==> src/rtl/alu_seq.sv <==
// alu_seq: multi-cycle ALU feeding write-back into the 8x16 register file.
// Single-cycle logic/arith ops, 16-step shift-add multiply, and an optional
// 16-step restoring divider enabled by the ALU_DIV_EN macro. Without it,
// opcode 10 is reported as illegal.
//
// state  | meaning
// IDLE   | waiting for start; operands latched on accept
// EXEC   | one multiply/divide step per cycle, counter counts down to 0
// DONE   | done (and WE_out unless error) asserted for this single cycle
module alu_seq #(
  parameter int WIDTH = 16,
  parameter int AW    = 3,
  parameter int ITER  = 16
) (
  input  logic             CLK,
  input  logic             RST_N,
  input  logic             start,
  input  logic [3:0]       op,
  input  logic [WIDTH-1:0] A,
  input  logic [WIDTH-1:0] B,
  input  logic [AW-1:0]    dest,
  output logic             busy,
  output logic             done,
  output logic [WIDTH-1:0] result,
  output logic [WIDTH-1:0] result_hi,
  output logic             flag_z,
  output logic             flag_c,
  output logic             flag_v,
  output logic             flag_err,
  output logic             WE_out,
  output logic [AW-1:0]    W_out
);

  localparam int CW = (ITER > 1) ? $clog2(ITER) : 1;
  localparam logic [3:0] OP_MUL = 4'd9;
  localparam logic [3:0] OP_DIV = 4'd10;

  typedef enum logic [1:0] {S_IDLE, S_EXEC, S_DONE} state_t;

  state_t           state;
  logic [CW-1:0]    cnt;
  logic [WIDTH-1:0] a_q, b_q;
  logic [3:0]       op_q;
  logic [AW-1:0]    dest_q;
  logic [WIDTH-1:0] acc_hi, acc_lo;

  logic [WIDTH-1:0] sc_res;
  logic             sc_c, sc_v, sc_err, sc_multi;
  logic [WIDTH:0]   add_s, sub_d;

  logic [WIDTH:0]   mul_sum;
  logic [WIDTH-1:0] mul_hi_n, mul_lo_n;
  logic [WIDTH-1:0] div_hi_n, div_lo_n;
  logic [WIDTH-1:0] step_hi, step_lo;

  assign busy  = (state != S_IDLE);
  assign add_s = {1'b0, A} + {1'b0, B};
  assign sub_d = {1'b0, A} - {1'b0, B};

  // Decode of the single-cycle ops straight from the input operands
  always_comb begin
    sc_res   = '0;
    sc_c     = 1'b0;
    sc_v     = 1'b0;
    sc_err   = 1'b0;
    sc_multi = 1'b0;
    case (op)
      4'd0: begin
        sc_res = add_s[WIDTH-1:0];
        sc_c   = add_s[WIDTH];
        sc_v   = (A[WIDTH-1] == B[WIDTH-1]) && (add_s[WIDTH-1] != A[WIDTH-1]);
      end
      4'd1: begin
        sc_res = sub_d[WIDTH-1:0];
        sc_c   = sub_d[WIDTH];
        sc_v   = (A[WIDTH-1] != B[WIDTH-1]) && (sub_d[WIDTH-1] != A[WIDTH-1]);
      end
      4'd2: sc_res = A & B;
      4'd3: sc_res = A | B;
      4'd4: sc_res = A ^ B;
      4'd5: sc_res = ~A;
      4'd6: sc_res = A << B[3:0];
      4'd7: sc_res = A >> B[3:0];
      4'd8: sc_res = WIDTH'($signed(A) >>> B[3:0]);
      OP_MUL: sc_multi = 1'b1;
`ifdef ALU_DIV_EN
      OP_DIV: sc_multi = 1'b1;
`endif
      default: sc_err = 1'b1;
    endcase
  end

  // Shift-add multiply step: {acc_hi,acc_lo} starts as {0,B}, shifts right
  always_comb begin
    mul_sum  = {1'b0, acc_hi} + (acc_lo[0] ? {1'b0, a_q} : {(WIDTH+1){1'b0}});
    mul_hi_n = mul_sum[WIDTH:1];
    mul_lo_n = {mul_sum[0], acc_lo[WIDTH-1:1]};
  end

`ifdef ALU_DIV_EN
  logic [WIDTH:0] div_sh, div_diff;
  // Restoring divide step: acc_hi is the partial remainder, acc_lo shifts
  // dividend bits out and quotient bits in
  always_comb begin
    div_sh   = {acc_hi, acc_lo[WIDTH-1]};
    div_diff = div_sh - {1'b0, b_q};
    if (!div_diff[WIDTH]) begin
      div_hi_n = div_diff[WIDTH-1:0];
      div_lo_n = {acc_lo[WIDTH-2:0], 1'b1};
    end else begin
      div_hi_n = div_sh[WIDTH-1:0];
      div_lo_n = {acc_lo[WIDTH-2:0], 1'b0};
    end
  end
`else
  assign div_hi_n = '0;
  assign div_lo_n = '0;
`endif

  assign step_hi = (op_q == OP_DIV) ? div_hi_n : mul_hi_n;
  assign step_lo = (op_q == OP_DIV) ? div_lo_n : mul_lo_n;

  // Sequencer with registered results, flags and write-back request
  always_ff @(posedge CLK or negedge RST_N) begin
    if (!RST_N) begin
      state     <= S_IDLE;
      cnt       <= '0;
      a_q       <= '0;
      b_q       <= '0;
      op_q      <= '0;
      dest_q    <= '0;
      acc_hi    <= '0;
      acc_lo    <= '0;
      done      <= 1'b0;
      result    <= '0;
      result_hi <= '0;
      flag_z    <= 1'b0;
      flag_c    <= 1'b0;
      flag_v    <= 1'b0;
      flag_err  <= 1'b0;
      WE_out    <= 1'b0;
      W_out     <= '0;
    end else begin
      done   <= 1'b0;
      WE_out <= 1'b0;
      case (state)
        S_IDLE: begin
          if (start) begin
            a_q    <= A;
            b_q    <= B;
            op_q   <= op;
            dest_q <= dest;
            if (sc_multi) begin
              cnt    <= CW'(ITER - 1);
              acc_hi <= '0;
              acc_lo <= (op == OP_DIV) ? A : B;
              state  <= S_EXEC;
            end else begin
              state     <= S_DONE;
              done      <= 1'b1;
              WE_out    <= !sc_err;
              result    <= sc_res;
              result_hi <= '0;
              flag_z    <= (sc_res == '0);
              flag_c    <= sc_c;
              flag_v    <= sc_v;
              flag_err  <= sc_err;
              W_out     <= dest;
            end
          end
        end
        S_EXEC: begin
          acc_hi <= step_hi;
          acc_lo <= step_lo;
          if (cnt == '0) begin
            state  <= S_DONE;
            done   <= 1'b1;
            W_out  <= dest_q;
            flag_v <= 1'b0;
            if (op_q == OP_DIV && b_q == '0) begin
              result    <= '1;
              result_hi <= a_q;
              flag_z    <= 1'b0;
              flag_c    <= 1'b0;
              flag_err  <= 1'b1;
            end else begin
              result    <= step_lo;
              result_hi <= step_hi;
              flag_z    <= (step_lo == '0);
              flag_c    <= (op_q == OP_MUL) && (step_hi != '0);
              flag_err  <= 1'b0;
              WE_out    <= 1'b1;
            end
          end else begin
            cnt <= cnt - 1'b1;
          end
        end
        default: state <= S_IDLE;
      endcase
    end
  end

endmodule

==> config.mk <==
export PLATFORM = sky130hd
export DESIGN_NAME = alu_seq
export DESIGN_NICKNAME = d
export VERILOG_FILES = /design/src/rtl/alu_seq.sv
export SDC_FILE = /design/constraint.sdc
export NUM_CORES = 1
export LEC_CHECK = 0
export BUFFER_PORTS_ARGS = -buffer_cell sky130_fd_sc_hd__buf_2
export CAP_MARGIN = 10
export CELL_PAD_IN_SITES_DETAIL_PLACEMENT = 2
export CELL_PAD_IN_SITES_GLOBAL_PLACEMENT = 2
export CORE_UTILIZATION = 41
export CTS_CLUSTER_SIZE = 14
export DETAILED_ROUTE_END_ITERATION = 7
export PLACE_DENSITY_LB_ADDON = 0.1
export SLEW_MARGIN = 25
export SYNTH_ARGS = -nofsm -noshare
export SYNTH_HDL_FRONTEND = slang
export SYNTH_SLANG_ARGS = --single-unit
==> constraint.sdc <==
create_clock -name CLK -period 7.35 [get_ports CLK]
set_input_delay 0 -clock CLK [delete_from_list [all_inputs] [get_ports CLK]]
set_output_delay 0 -clock CLK [all_outputs]
set_load 0.01 [all_outputs]
Word-level counts from Yosys, hierarchy flattened. Index checks and enable logic that the tools add are counted.

Logic and storage cells: 134. Register bits after elaboration: 118. Output and inout port bits: 42. Input port bits: 42.

Mux-type cells: 65. Reduce and logical (&&, ||, !) cells: 19. Add/subtract/negate cells: 4. Bitwise logic cells: 4. Eq/ne operators: 22. Shift operators: 3.

Operators with widths (number): 16-bit two-way mux (16); 16-bit one-hot mux with 9 select lines (1); 16-bit one-hot mux with 2 select lines (4); 16-bit logical NOT (3); 16-bit by 16-bit adder with 17-bit output (2); 1-bit two-way mux (24); 4-bit == test (second input constant) (5); 16-bit by 16-bit subtractor with 17-bit output (1); 16-bit AND (1); 4-bit by 3-bit == test with 1-bit output (second input constant) (4); 16-bit NOT (1); 16-bit bitwise OR (1); 1-bit one-hot mux with 2 select lines (8); 16-bit nonzero test (1); 16-bit by 4-bit << shifter with 16-bit output (1); 16-bit by 4-bit right shift with 16-bit output (1); 16-bit by 4-bit >>> shifter with 16-bit output (1); 16-bit XOR (1); 4-bit two-way mux (3); 2-bit inequality test (second input constant) (5); 10-bit OR reduction (1); 3-bit two-way mux (3); 4-bit by 2-bit == test with 1-bit output (second input constant) (2); 4-bit logical NOT (2); other kinds (15) (25).

Logic depth before layout (Yosys ltp). Gate-level depths: netlist of the first run.

Word-level depth: 8. Gate-level depth with buffers: 14. Mapped depth without buffers: 13.

Least setup slack after synthesis of the first run. Ideal clock, no wire load.

Path type: register to register. From: reg acc_lo[0]. To: reg flag_c. Period minus slack after synthesis: 3.400 ns. Cell stages (with the launch flop): 15. Path buffers: 1. Library setup time: 0.120 ns. Arrival time: 3.280 ns. Path slack: 3.950 ns. Data required time: 7.230 ns. Path through: dfrtp_1 > clkbuf_1 > and2_1 > ha_1 > inv_1 > fa_1 > nor2b_1 > o211ai_1 > a221oi_1 > o41ai_2 > o21ai_1 > xnor2_1 > o21ba_2 > or4b_1 > a41o_1.

Cells in the longest elaborated chain, start to end: 8.

RTL lines: start: declaration (RTL line 45) `logic [WIDTH-1:0] acc_hi, acc_lo;`; start signal: assignment (RTL line 156) `acc_lo <= (op == OP_DIV) ? A : B;`; start signal: assignment (RTL line 174) `acc_lo <= step_lo;`; 16-bit two-way mux (RTL line 95) `mul_sum = {1'b0, acc_hi} + (acc_lo[0] ? {1'b0, a_q} : {(WIDTH+1){1'b0}});`; 16-bit by 16-bit adder with 17-bit output (RTL line 95); 16-bit two-way mux (RTL line 120) `assign step_hi = (op_q == OP_DIV) ? div_hi_n : mul_hi_n;`; 16-bit nonzero test (RTL line 190) `flag_c <= (op_q == OP_MUL) && (step_hi != '0);`; 1-bit logical AND (RTL line 190); 1-bit two-way mux (RTL line 180) `if (op_q == OP_DIV && b_q == '0) begin`; 1-bit two-way mux (RTL line 175) `if (cnt == '0) begin`; 1-bit one-hot mux with 2 select lines (RTL line 146) `case (state)`; end signal: assignment (RTL line 190); end: declaration (RTL line 27) `output logic flag_c,`.

No other way between the ends. The select of a mux whose other input is x is not followed. A chain may end at the register's enable or synchronous reset.

Worst setup path in the final report of the first run. Same ends and word-level chain as after synthesis.

==> flow_metrics.tcl, run 1 <==
set metrics [dict create \
    maximum_number_of_pins_on_one_net_before_global_route_repair 77 \
    synthMuxAreaShare 0.112 \
    detailroute.via_count 10484 \
    clock_tree.buffer_depth 2 \
    detailedPlacementHpwl_um 31000 \
    timing.critical_path.slowest_stage_cell "dfrtp_1" \
    synthesis.area_sq_um 10100 \
    route.detailed.wl_per_inst_um 29.7 \
    cp.required_ns 7.68 \
    critical-path-max-stage-delay_ns 0.72 \
    cts_tree "done" \
    final.fill_count 2592 \
    worstSetupPathType "flip-flop to flip-flop" \
    synth_flop_cell "dfrtp_1" \
    asyncSetResetFlopFracSynth 1.00 \
    syn_avg_cell_area_sq_um 8.58 \
    yosys.area_share.simple 0.197 \
    postSynthNetCount 1286 \
    worst_setup_path_start_kind "flip-flop" \
    die_area_sq_um 25200 \
    drt.antenna.violating_nets 0 \
    gpl.final_weighted_congestion 0.930 \
    cpMostUsedCell "nor3_1" \
    die_height_um 159 \
    max-vdd-ir-drop_mv 0.113 \
    worst_skew_pair.late_latency_ns 0.44 \
    drc_errors 0 \
    timing_max_transition_violations_final 0 \
    synth_cell_type_count 87 \
    numClockSinks 118 \
    p_per_area_nw_per_um2 280 \
    detailed_route_iter0_violations 852 \
    post_synth_inst_count 1174 \
    report.final.setup_viol 0 \
    synth_compound_gate_area_share 0.240 \
    first_pass_iteration_count_of_the_detailed_router 5 \
    io-pin-count 84 \
    timing.setup.tns_ns 0 \
    worstPathArrival_ns 4.51 \
    yosys.area_share.xor_xnor 0.0113 \
    htree_num_levels 4 \
    fin_total_pwr_mw 3.20 \
    design.core.area_sq_um 23800 \
    clockRootBuffer "clkbuf_16" \
    grt_setup_unrepaired "false" \
    finish.net_count 1325 \
    detailroute.wirelength.met2_um 21300 \
    rows 56 \
    grt_use_total 0.379 \
    achievable-frequency_mhz 239 \
    path_clk_slew_ns 0.07 \
    ys_seq_elements 118 \
    synthToLayoutAreaGrowth_pct 13.8 \
    status "completed" \
    post_cts_buffers 0 \
    worst_path_dominant_cell_family "simple AND/OR/NAND/NOR gates" \
    postCtsHoldBufs 16 \
    met3_length_um 3200 \
    maxSlewHeadroom 0.274 \
    yosysSeqAreaShare 0.293 \
    reg2regPathDepth 13 \
    timing.clock.skew_ns 0.0180 \
    buffer_ports.inserted 83 \
    top_signal_layer_used "met4" \
    synth_top_family_by_area "compound AO/OA/AOI/OAI gates" \
    cts_inserted_buffers 17 \
    wl_met1_um 19500 \
    vias_per_cell 6.79 \
    cell_breakdown_of_the_critical_path "and2_1 > ha_1 > inv_1 > fa_1 > nor2b_1 > o211ai_1 > a221oi_1 > o21a_1 > nor3_1 > nor3_1 > nand4_1 > or4b_1 > a41o_1" \
    final.min_clock_period_ns 4.18 \
    initial_utilization 0.424 \
    layout.core_utilization 0.482 \
    crit_cells 13 \
    holdCritPathClass "input pin to flip-flop" \
    globalRouteOverflowTotal 0 \
    wirelength_um 45900 \
    synth-warning-count 0 \
    drive_above_1_share 0.186 \
    post_cts_resize_count 0 \
    grt_pass1_vias 11105 \
    hold_violations 0 \
    layout_worst_path_cycle_share 0.569 \
    worstHoldPathCells 2 \
    die_width_um 159 \
    num_antenna_cells 0 \
    end_kind "flip-flop" \
    grt_antenna_before_repair 0 \
    max-cap-violations 0 \
    cp.buffers_inverters 1 \
    yosys.area_share.adder 0.0892 \
    grt_pass1_wl_um 70000 \
    leakage_nw 4.94 \
    worst-path-max-fanout 17 \
    max_slew.worst_pin.slew_ns 1.09 \
    number_of_flops_mapped_to_enable_cells_by_yosys 0 \
]
## synth_stat cells, drive strengths merged (20+ instances only)
master,number,area share
o211ai,32,0.024
mux2,42,0.047
o21ai,68,0.034
inv,55,0.021
dfrtp,118,0.29
nor2,104,0.039
a31oi,23,0.014
ha,67,0.083
nand2,117,0.044
nor3,35,0.017
clkbuf,70,0.026
a21oi,84,0.042
a211oi,21,0.016
buf,21,0.010
mux4,25,0.056
nand3,24,0.012
and2,20,0.012
## registers in the layout, indices dropped and copies added (netlist names), 2 cells and up
| signal | flops |
|---|---|
| op_q | 4 |
| state | 2 |
| result_hi | 16 |
| b_q | 16 |
| acc_lo | 16 |
| cnt | 4 |
| result | 16 |
| W_out | 3 |
| acc_hi | 16 |
| dest_q | 3 |
| a_q | 16 |
## logic make-up (layout without fill, tap and decap cells)
family | count (synthesis) | in the layout
simple gates | 396 | 396
compound gates | 355 | 355
fa+ha+maj | 70 | 70
xor+xnor | 13 | 13
buf+inv | 146 | 198
mux | 76 | 76
flops | 118 | 118
## layout make-up
| class | instances | area [sq um] | area share |
|---|---|---|---|
| multi-input combinational | 910 | 6620 | 0.578 |
| sequential | 118 | 2950 | 0.258 |
| timing repair buffer | 111 | 674 | 0.0589 |
| clock buffer | 18 | 439 | 0.0383 |
| tap | 319 | 399 | 0.0348 |
| inverter | 55 | 206 | 0.0180 |
| clock inverter | 14 | 164 | 0.0143 |
## through the flow
step	setup WS, ns	cells	hold slack, ns	area, sq um
finish	3.17	1545	0.0614	11500
global route	2.95	1545	0.0674	11500
CTS	3.22	1545	0.0360	11400
detailed placement	3.36	1497	0.0803	10700
global placement	3.47	1497	0.0620	10700
floorplan	3.95	1174	-0.296	10100
## layout by cell type (no fill, tap or decap), types with 6 or more instances in the layout
master	instances
o2111ai_1	6
nor3_1	35
nand2_1	117
a21oi_1	84
clkbuf_16	17
a22o_1	12
a31oi_1	23
dfrtp_1	118
o211ai_1	31
a211o_1	7
nor2_1	101
inv_1	51
o21ai_1	8
buf_2	81
mux4_2	25
a211oi_1	20
a22oi_1	8
and2_1	20
nor4_1	12
nor2b_1	7
a221o_1	6
a21o_1	12
mux2i_1	9
or3_1	7
nand3_1	24
nor3b_1	6
and3_1	6
xnor2_1	8
buf_4	13
o21ai_0	60
a221oi_1	12
mux2_2	42
dlygate4sd3_1	16
ha_1	67
o21a_1	7
nand2b_1	12
## report_power, final
| group | total [mW] | switching, mW | internal (mW) | leakage (nW) |
|---|---|---|---|---|
| logic | 1.31 | 0.794 | 0.513 | 3.21 |
| clock network | 0.899 | 0.381 | 0.518 | 0.286 |
| registers | 0.999 | 0.174 | 0.825 | 1.45 |
## path summary, 6_finish.rpt
path                                    start            end  slack (ns)
worst max-delay path                acc_lo[0]         flag_c        3.17
worst min-delay path                     A[0]         a_q[0]        0.06
worst max register to register      acc_lo[0]         flag_c        3.17
worst min register to register  result_hi[13]  result_hi[13]        0.48
max in group asynchronous               RST_N         a_q[9]        6.01
min in group asynchronous               RST_N         b_q[3]        0.16
## metal layers
| layer | vias up | GRT usage |
|---|---|---|
| met3 | 123 | 0.0697 |
| met2 | 497 | 0.609 |
| li1 | 4445 | - |
| met4 | 0 | 0.169 |
| met1 | 5419 | 0.493 |
| met5 | - | 0 |
(Power assumes the default switching activity.)
==> inputs of run 2 (changes only) <==
Settings changed: CORE_UTILIZATION 41 to 38.
Clock period 7.35 ns to 4.2 ns, I/O delays scaled along.
==> run 2 against run 1 <==
Against the previous run: final area grew 1.1%; die area grew 7.8%; cell count grew 2.3%; non-clock buffer count grew 19; hold slack gained 0.0072 ns; flip-flop and latch count is the same; sequential share of layout area shrank 0.28 points; clock skew shrank 0.0019 ns; clock power grew 68%; maximum frequency grew 7.5%; sequential power grew 71%; combinational power grew 73%; critical path type unchanged; highest routed layer unchanged.
==> flow_metrics.tcl, run 2 (synthesis gave the netlist of run 1 again) <==
set metrics [dict create \
    finish.net_count 1344 \
    grt_setup_unrepaired "false" \
    p_per_area_nw_per_um2 473 \
    post_cts_resize_count 0 \
    achievable-frequency_mhz 257 \
    end_kind "flip-flop" \
    worst_setup_path_startpoint "a_q[0]" \
    power_switching_share 0.417 \
    grt_use_total 0.320 \
    worstPathArrival_ns 4.20 \
    die_area_sq_um 27100 \
    io-pin-count 84 \
    holdCritPathClass "input pin to flip-flop" \
    worst_skew_pair.late_latency_ns 0.44 \
    power.share.clock 0.275 \
    design.core.area_sq_um 26100 \
    gpl.final_weighted_congestion 0.927 \
    grt_antenna_before_repair 0 \
    rows 59 \
    buffer_ports.inserted 83 \
    layout.core_utilization 0.445 \
    detailed_route_iter0_violations 774 \
    cp-endpoint "flag_c" \
    detailedPlacementHpwl_um 29900 \
    max_slew.worst_pin.slew_ns 0.991 \
    vias_per_cell 6.40 \
    cts_tree "done" \
    r2r_setup_slk_ns 0.31 \
    grt_pass1_wl_um 65400 \
    first_pass_iteration_count_of_the_detailed_router 5 \
    path_clk_slew_ns 0.07 \
    leakage_nw 5.01 \
    clockRootBuffer "clkbuf_16" \
    critical-path-max-stage-delay_ns 0.56 \
    num_antenna_cells 0 \
    worst_setup_path_start_kind "flip-flop" \
    area_taken_by_multi_input_logic_gates_sq_um 6600 \
    cell_breakdown_of_the_critical_path "and2_1 > ha_1 > inv_1 > fa_1 > nor2b_1 > o211ai_1 > a221oi_1 > o21a_1 > nor3_1 > nor3_1 > nand4_1 > or4b_1 > a41o_1" \
    drc_errors 0 \
    final.fill_count 2874 \
    cts_inserted_buffers 17 \
    drive_above_1_share 0.197 \
    htree_num_levels 4 \
    crit_cells 13 \
    die_height_um 165 \
    timing_max_transition_violations_final 0 \
    reg2regPathDepth 13 \
    hold_violations 0 \
    combPwrFrac 0.413 \
    status "completed" \
    grt_pass1_vias 10545 \
    worst_reg2reg_path_endpoint "flag_c" \
    clock_tree.buffer_depth 2 \
    fin_total_pwr_mw 5.48 \
    layout_commonest_cell "dfrtp_1" \
    worstReg2RegStart "a_q[0]" \
    timing.setup.tns_ns 0 \
    initial_utilization 0.386 \
    sequential_cell_area_sq_um 2950 \
    globalRouteOverflowTotal 0 \
    route.detailed.wl_per_inst_um 26.6 \
    timing.critical_path.slowest_stage_cell "a221oi_1" \
    cp.required_ns 4.51 \
    worstSetupPathType "flip-flop to flip-flop" \
    worst-path-max-fanout 3 \
    cpMostUsedCell "nor3_1" \
    holdWs_ns 0.0685 \
    p_sw_mw 2.28 \
    numClockSinks 118 \
    layout_common_cells "118 x dfrtp_1, 117 x nand2_1, 101 x nor2_1" \
    cp.buffers_inverters 1 \
    max-cap-violations 0 \
    timing.clock.skew_ns 0.0161 \
    maxSlewHeadroom 0.337 \
    synthToLayoutAreaGrowth_pct 15.1 \
    drt.antenna.violating_nets 0 \
    die_width_um 165 \
    detailroute.via_count 10112 \
    seq_power_share 0.311 \
    maximum_number_of_pins_on_one_net_before_global_route_repair 66 \
    report.final.setup_viol 0 \
    wirelength_um 42100 \
    worst_path_dominant_cell_family "simple AND/OR/NAND/NOR gates" \
    internal-power_mw 3.20 \
    final.min_clock_period_ns 3.89 \
    max-vdd-ir-drop_mv 0.253 \
    layout_worst_path_cycle_share 0.926 \
]
run 2: cell count changes in the layout (fill, tap and decap cells not counted), moves of 2 or more:
cell / delta
nor4b_2: +2
nor4b_4: -2
dlygate4sd3_1: +2
buf_4: +17
run 2: how the worst min path moves through the flow:
stage,start,to,slack [ns],cells past startpoint
after detailed placement,RST_N,op_q[2],0.20,1
after global routing,A[3],a_q[3],0.10,2
after floorplan,RST_N,WE_out,-0.30,0
after CTS,op[3],flag_err,0.06,3
after global placement,RST_N,a_q[0],0.18,1
final,op[3],flag_err,0.07,3
run 2: timing repair:
action / CTS / global route
hold endpoints to repair: 83 / 0
setup buffers: 0 / 0
hold buffers: 18 / 0
setup endpoints to repair: 0 / 0
run 2: power groups by stage:
stage | Clock, mW | Sequential, mW | Combinational, mW
2_1_floorplan | 0 | 1.65 | 1.49
3_3_place_gp | 0 | 1.70 | 2.11
3_5_place_dp | 0 | 1.71 | 2.19
4_1_cts | 1.53 | 1.70 | 2.26
5_1_grt | 1.57 | 1.74 | 2.48
6_report | 1.51 | 1.71 | 2.27
run 2: per-layer routing:
metal,vias up,global-route usage,wire length [um]
met1,5275,0.442,18800
li1,4465,-,-
met5,-,0,0
met2,318,0.526,20200
met3,54,0.0344,1970
met4,0,0.0955,1090
run 2: metrics by stage:
stage | setup WS [ns] | instance area, sq um | cells
2_1_floorplan | 0.800 | 10100 | 1174
5_1_grt | 0.149 | 11600 | 1580
3_5_place_dp | 0.571 | 10800 | 1530
3_3_place_gp | 0.674 | 10800 | 1530
6_report | 0.311 | 11600 | 1580
4_1_cts | 0.310 | 11600 | 1580
run 2: final cells by class:
class / count / area share
Clock buffer: 17 / 0.0367
Sequential cell: 118 / 0.255
Multi-Input combinational cell: 910 / 0.570
Tap cell: 335 / 0.0362
Inverter: 55 / 0.0178
Clock inverter: 15 / 0.0140
Timing Repair Buffer: 130 / 0.0704
run 2: tightest hold or removal path: stages:
cell	delay, ns
buf_2	0.24
o211ai_1	0.14
nand2_1	0.06
